**src/rtl/vga_mono_output_stage.sv**
```systemverilog
// Registered VGA output stage: 6-bit RGB to luma over a 3-clock pipeline, optional mono tint,
// sync lines delayed to match, and tint mode changes that take effect only at a vsync leading edge.
//
// state | meaning
// IDLE  | pending mode equals active mode
// ARMED | pending mode differs; it is committed at the next vsync leading edge
module vga_mono_output_stage #(
  parameter bit VSYNC_ACTIVE_LOW = 1'b1,
  parameter int PIPE_LAT         = 3
) (
  input  logic       clk_vga,
  input  logic       rst,
  input  logic [5:0] r_in,
  input  logic [5:0] g_in,
  input  logic [5:0] b_in,
  input  logic       hsync_in,
  input  logic       vsync_in,
  input  logic [1:0] mode_req,
  input  logic       mode_wr,
  input  logic       mode_cycle,
  output logic [5:0] vga_r,
  output logic [5:0] vga_g,
  output logic [5:0] vga_b,
  output logic       vga_hsync,
  output logic       vga_vsync,
  output logic [1:0] mode_active,
  output logic       mode_pend
);

  typedef enum logic {IDLE, ARMED} state_t;

  localparam logic SYNC_IDLE = VSYNC_ACTIVE_LOW;

  state_t state_q, state_d;
  logic [1:0] active_q, active_d;
  logic [1:0] pend_q, pend_d;
  logic       vs_prev_q, vs_prev_d;

  logic [11:0] p_r_q, p_r_d;
  logic [13:0] p_g_q, p_g_d;
  logic [10:0] p_b_q, p_b_d;
  logic [5:0]  r1_q, r1_d, g1_q, g1_d, b1_q, b1_d;
  logic [5:0]  y2_q, y2_d;
  logic [5:0]  r2_q, r2_d, g2_q, g2_d, b2_q, b2_d;
  logic [5:0]  vga_r_q, vga_r_d, vga_g_q, vga_g_d, vga_b_q, vga_b_d;
  logic [PIPE_LAT-1:0] hs_sr_q, hs_sr_d, vs_sr_q, vs_sr_d;

  logic        vs_edge;
  logic [13:0] sum;

  always_comb begin
    vs_edge  = (vsync_in != SYNC_IDLE) && (vs_prev_q == SYNC_IDLE);
    pend_d   = pend_q;
    active_d = active_q;
    if (mode_wr) begin
      pend_d = mode_req;
    end else if (mode_cycle) begin
      pend_d = active_q + 2'd1;
    end
    // The edge commits what was pending before this clock; a same-clock strobe waits a frame.
    if (vs_edge) begin
      active_d = pend_q;
    end
    vs_prev_d = vsync_in;
    state_d   = (pend_d != active_d) ? ARMED : IDLE;
  end

  always_comb begin
    p_r_d = 12'(r_in) * 12'd54;
    p_g_d = 14'(g_in) * 14'd183;
    p_b_d = 11'(b_in) * 11'd18;
    r1_d  = r_in;
    g1_d  = g_in;
    b1_d  = b_in;

    sum   = 14'(p_r_q) + p_g_q + 14'(p_b_q);
    y2_d  = sum[13:8];
    r2_d  = r1_q;
    g2_d  = g1_q;
    b2_d  = b1_q;

    vga_r_d = r2_q;
    vga_g_d = g2_q;
    vga_b_d = b2_q;
    case (active_q)
      2'b01: begin
        vga_r_d = 6'd0;
        vga_g_d = y2_q;
        vga_b_d = 6'd0;
      end
      2'b10: begin
        vga_r_d = y2_q;
        vga_g_d = {1'b0, y2_q[5:1]};
        vga_b_d = 6'd0;
      end
      2'b11: begin
        vga_r_d = y2_q;
        vga_g_d = y2_q;
        vga_b_d = y2_q;
      end
      default: ;
    endcase

    hs_sr_d = {hs_sr_q[PIPE_LAT-2:0], hsync_in};
    vs_sr_d = {vs_sr_q[PIPE_LAT-2:0], vsync_in};
  end

  always_ff @(posedge clk_vga) begin
    if (rst) begin
      state_q   <= IDLE;
      active_q  <= 2'b00;
      pend_q    <= 2'b00;
      vs_prev_q <= SYNC_IDLE;
      p_r_q     <= '0;
      p_g_q     <= '0;
      p_b_q     <= '0;
      r1_q      <= '0;
      g1_q      <= '0;
      b1_q      <= '0;
      y2_q      <= '0;
      r2_q      <= '0;
      g2_q      <= '0;
      b2_q      <= '0;
      vga_r_q   <= '0;
      vga_g_q   <= '0;
      vga_b_q   <= '0;
      hs_sr_q   <= {PIPE_LAT{SYNC_IDLE}};
      vs_sr_q   <= {PIPE_LAT{SYNC_IDLE}};
    end else begin
      state_q   <= state_d;
      active_q  <= active_d;
      pend_q    <= pend_d;
      vs_prev_q <= vs_prev_d;
      p_r_q     <= p_r_d;
      p_g_q     <= p_g_d;
      p_b_q     <= p_b_d;
      r1_q      <= r1_d;
      g1_q      <= g1_d;
      b1_q      <= b1_d;
      y2_q      <= y2_d;
      r2_q      <= r2_d;
      g2_q      <= g2_d;
      b2_q      <= b2_d;
      vga_r_q   <= vga_r_d;
      vga_g_q   <= vga_g_d;
      vga_b_q   <= vga_b_d;
      hs_sr_q   <= hs_sr_d;
      vs_sr_q   <= vs_sr_d;
    end
  end

  assign vga_r       = vga_r_q;
  assign vga_g       = vga_g_q;
  assign vga_b       = vga_b_q;
  assign vga_hsync   = hs_sr_q[PIPE_LAT-1];
  assign vga_vsync   = vs_sr_q[PIPE_LAT-1];
  assign mode_active = active_q;
  assign mode_pend   = (state_q == ARMED);

endmodule
```
**config.mk**
```make
export PLATFORM = sky130hd
export DESIGN_NAME = vga_mono_output_stage
export DESIGN_NICKNAME = d
export VERILOG_FILES = /design/src/rtl/vga_mono_output_stage.sv
export SDC_FILE = /design/constraint.sdc
export NUM_CORES = 1
export LEC_CHECK = 0
export ABC_AREA = 1
export CELL_PAD_IN_SITES_DETAIL_PLACEMENT = 1
export CELL_PAD_IN_SITES_GLOBAL_PLACEMENT = 1
export CORE_AREA = 2 2 118 120
export DETAILED_ROUTE_END_ITERATION = 12
export DIE_AREA = 0 0 120 122
export PLACE_DENSITY_LB_ADDON = 0.1
export SYNTH_ARGS = -nofsm -noshare
export SYNTH_HDL_FRONTEND = slang
export SYNTH_SLANG_ARGS = --single-unit
```
**constraint.sdc**
```tcl
create_clock -name clk_vga -period 3.85 [get_ports clk_vga]
set_input_delay 0.77 -clock clk_vga [delete_from_list [all_inputs] [get_ports clk_vga]]
set_output_delay 0.77 -clock clk_vga [all_outputs]
set_load 0.01 [all_outputs]
```
## After elaboration in Yosys (flattened, before gate mapping)

Cells that the tools add are included.

| storage, ports and cells | value |
|---|---|
| bits in writable memories | 0 |
| memories kept | 0 |
| latch bits | 0 |
| bits of input ports | 26 |
| bits in registers | 109 |
| bits in read-only memories | 0 |
| logic and storage cells | 43 |

| cells by class | value |
|---|---|
| order comparisons | 0 |
| equality and inequality tests | 4 |
| $mul | 3 |
| $add $sub $neg | 3 |
| mux-type cells | 7 |
| bitwise operators | 1 |
| div/mod/pow operators | 0 |
| shifts and indexed selects | 0 |
| reductions and logical operators | 4 |

Operators by type and width:

| kind | count |
|---|---|
| one-hot mux 6 bit (2 select lines) | 3 |
| adder 12 x 14 -> 14 bit | 1 |
| adder 14 x 11 -> 14 bit | 1 |
| multiplier 6 x 8 -> 14 bit, second input constant | 1 |
| multiplier 6 x 5 -> 11 bit, second input constant | 1 |
| multiplier 6 x 4 -> 10 bit, second input constant | 1 |
| two-way mux 2 bit | 3 |
| OR reduction 2 bit | 3 |
| == test 2 bit, second input constant | 2 |
| adder 2 x 1 -> 2 bit, second input constant | 1 |
| == test 2 x 1 -> 1 bit, second input constant | 1 |
| != test 2 bit | 1 |
| logical AND 1 bit | 1 |
| two-way mux 1 bit | 1 |
| NOT 1 bit | 1 |

## Longest topological paths before layout

| depth | value |
|---|---|
| depth in word-level cells | 5 |
| mapped depth | 15 |
| depth with buffers taken out | 15 |

## Worst setup path before layout

Ideal clock, no wire load.

| timing path | value |
|---|---|
| path kind | input-to-reg |
| from | input port g_in[3] |
| to | register p_g_q[8] |
| arrival | 3243 ps |
| path buffers | 0 |
| setup slack | 538 ps |
| stages on the path | 11 |
| library setup time | 70 ps |
| required time | 3780 ps |
| cells stage by stage | fa_1 > inv_1 > fa_1 > fa_1 > inv_1 > ha_1 > a21oi_2 > nand2_2 > a21oi_2 > o21ai_1 > a21oi_1 |

| on the way | value |
|---|---|
| longest elaborated chain between the ends | 1 |

RTL lines:

| what | line | RTL |
|---|---|---|
| from (decl) | 14 | `input logic [5:0] g_in,` |
| multiplier 6 x 8 -> 14 bit | 70 | `p_g_d = 14'(g_in) * 14'd183;` |
| to (signal assigned) | 135 | `p_g_q <= p_g_d;` |
| to (decl) | 40 | `logic [13:0] p_g_q, p_g_d;` |

Every way passes these cells.
A chain may end at the register's enable or synchronous reset.

## Worst setup path after layout

| timing path | value |
|---|---|
| from | input port g_in[3] |
| to | register p_g_q[11] |

Same word-level chain as after synthesis.

==> results.md <==
* Worst IR Drop VDD at 236 uV
* Syn Inst Count at between 700 and 800
* Startpoint types: input pin
* Core ar. at 0.0135 sq mm
* WL final at between 10 and 15 mm
* FF-to-FF Start: p_g_q[9]
* CP startpoint: g_in[3]
* Internal power at about 2.2 mW
* WP data required at 4.10 ns
* Worst EP arrival at 3.89 ns
* GRT overflow at 0
* GR Util All Layers at 19.2%
* Share of cells above drive strength 1 at 7.87%
* Area grow syn2layout at 18.6%
* Die Area at between 0.01 and 0.015 sq mm
* Pwr Total at ~3.5 mW
* Nets at 894
* Hold Path Sink: r2_q[3]
* Seq cells post-synth at a little over 100
* Vias in the first global route at ~4,700
* Reg-to-reg endpoint: y2_q[3]
* Final hold viol count at 0
* Fin Hold WS at between 0.4 and 0.5 ns
* Post-DR wirelength/cell at approximately 14 um
* Worst Skew at approximately 0.0047 ns
* Slew Limit Fails at 0
* Synth warnings at 0
* Maximum number of buffers from clock root to sink at 2
* Root buffer cell: clkbuf_16
* TritonRoute pass-1 iters at 4
* Path depth of the worst reg2reg path at 9
* Ports at between 40 and 50
* Outcome: finished clean
* Final Non-Filler Cells at ~960
* Global placer's final weighted congestion at ~0.87
* Max capacitance violation total at 0
* Worst-margin pin slew at 0.893 ns
* Clk_lat worst skew at approximately 0.35 ns
* CP endpoint kind: flop
* Sequential area share after synthesis at a little over a third
* HPWL after DPL at between 10 and 15 mm
* RSZ-0062 raised after global routing: no
* FFs w/ async S/R, synth at 0%
* Die W at between 100 and 150 um
* Vias at ~4,500
* Initial Util at between 40% and 50%
* Cts bufs inserted at 9
* Post-synth EDFFs at 0
* TritonCTS clock tree: done
* Clock-pin slew on the worst setup and hold paths at 0.07 ns
* CP Class: input pin to flop
* Largest net degree at the start of global routing at about 50
* Clock sink count at 101
* P per Cell Area at between 500 and 600 mW/mm^2
* # setup viols final at 0
* Pre-CTS setup slack at -0.204 ns
* Worst min-delay path startpoint: r1_q[3]
* Post-synth cell types at 33
* Sw Ratio at a little under two fifths
* Main synth FF type: dfxtp_1
* HP Class: flop to flop
* Worst Setup Slack, final at 0.214 ns
* Rel. slew slack at between 40% and 50%
* Post-DR vias/cell at approximately 4.7
* H-tree depth at 3
* Final instance area at approximately 0.0067 sq mm
* Clock power share at 24.6%
* Post-route clock period utilization at roughly 94%
* DR DRC count at 0
* First-pass GRT wire length at ~22 mm
* Antenna viol nets, final at 0
* Num rows at 43
* LEAKAGE at between 3 and 4 nW
* Sequential Power Share at between 30% and 40%
* Cells after DPL at 939
* CP max FO at 4
* Initial antenna violation count at 0
* Die height at roughly 120 um
* Hold path depth at 2
* Post-Syn Area at ~0.0056 sq mm
* Synthesized net count at 832
* PortBufs at 48
* Fmax achieved at about 0.28 GHz
* Area post-placement at about 0.0064 sq mm
* Number of fill cells at between 1,500 and 2,000
* R2r setup slk at between 1.5 and 2 ns
* Avg Cell Area, Syn at approximately 8 sq um
* Post-layout minimum cycle time at between 3 and 4 ns
* Post-route core utilization at approximately half
* Setup TNS at 0 ns
* Psw at 1.36 mW
* Comb pwr share at about two fifths
* N_diodes at 0
* Iteration-0 DRC Markers at about 130
[power by group through the flow]
stage	Clock [mW]	Sequential, mW	Combinational [mW]
detailed placement	0	1.29	1.41
CTS	0.890	1.27	1.42
global placement	0	1.29	1.36
global route	0.940	1.28	1.64
finish	0.873	1.26	1.41
floorplan	0	1.26	1.01
[how the worst max path moves through the flow]
stage	end	slack [ns]	cells past startpoint
after floorplan	p_g_q[8]	0.54	11
after global placement	p_g_q[8]	-0.11	12
after detailed placement	p_g_q[11]	-0.20	15
after CTS	p_g_q[8]	0.15	12
after global routing	p_g_q[11]	0.0006	14
final	p_g_q[11]	0.21	14
[critical path, cell delays in order]
cell and delay (ns):
clkdlybuf4s50_1 0.48, buf_4 0.18, ha_1 0.32, fa_1 0.50
inv_1 0.06, fa_1 0.53, inv_1 0.04, ha_1 0.33
a21oi_1 0.26, nor2_1 0.07, nor2_1 0.14, nand3_1 0.11
nand2_1 0.07, nor2_1 0.05
[final cells by class]
cell class / instances / area (sq um) / area share, %
repair buffers: 67 / 621 / 9.27
clock inverters: 6 / 43.8 / 0.654
well taps: 180 / 225 / 3.36
multi-input cells: 451 / 3020 / 45.1
flip-flops and latches: 101 / 2020 / 30.2
clock buffers: 10 / 239 / 3.57
inverters: 140 / 526 / 7.85
[per-layer routing]
| metal | part of all wire [%] | GRT usage (%) |
|---|---|---|
| met2 | 50 | 33.9 |
| met1 | 45 | 23.3 |
| met3 | 2.7 | 3.56 |
| met4 | 2.0 | 6.69 |
| met5 | 0 | 0 |
[sequential cells by signal (all words and copies together) (netlist names)]
register,count
p_r_q,11
r1_q,5
g1_q,5
mode_pend,1
vga_g,6
p_b_q,10
vs_sr_q,3
mode_active,2
p_g_q,14
hs_sr_q,3
b2_q,6
y2_q,6
g2_q,6
b1_q,3
vga_r,6
r2_q,6
vga_b,6
pend_q,2
[logic make-up (layout without fill, tap and decap cells)]
kind of cell,after synthesis,count (layout),share of synthesized area (%)
AOI/OAI and AO/OA,78,78,7.76
and+or+nand+nor,272,272,19.7
buffers and inverters,156,223,10.8
DFF,101,101,35.8
xor gates and xnor gates,3,3,0.466
adders and majority gates,98,98,25.4
[Yosys cell counts, drive strengths merged, types with 4 or more instances]
cell | n | area, sq um
ha | 70 | 876
nand2 | 127 | 482
a31oi | 7 | 43.8
o21bai | 5 | 45.0
nand4 | 4 | 25.0
a21oi | 49 | 257
buf | 11 | 63.8
o21ai | 14 | 70.1
clkbuf | 5 | 18.8
fa | 28 | 561
inv | 140 | 526
or2 | 7 | 43.8
dfxtp | 101 | 2020
nor2 | 98 | 375
nand3 | 32 | 165
[timing repair]
item                       CTS  global route
hold buffers                 0             0
setup endpoints to repair    0             2
resized for setup            0             3
buffers inserted             0             0
[layout by cell type (no fill, tap or decap), drive strengths merged, types with 4 or more instances in the layout]
master / instances
clkbuf: 10
a21oi: 49
nand3: 32
nand2: 127
a31oi: 7
dfxtp: 101
fa: 28
or2: 7
ha: 70
nor2: 98
nand4: 4
o21ai: 14
buf: 20
inv: 143
clkdlybuf4s50: 46
o21bai: 5
Note: power is estimated with default switching activity, not from simulation.
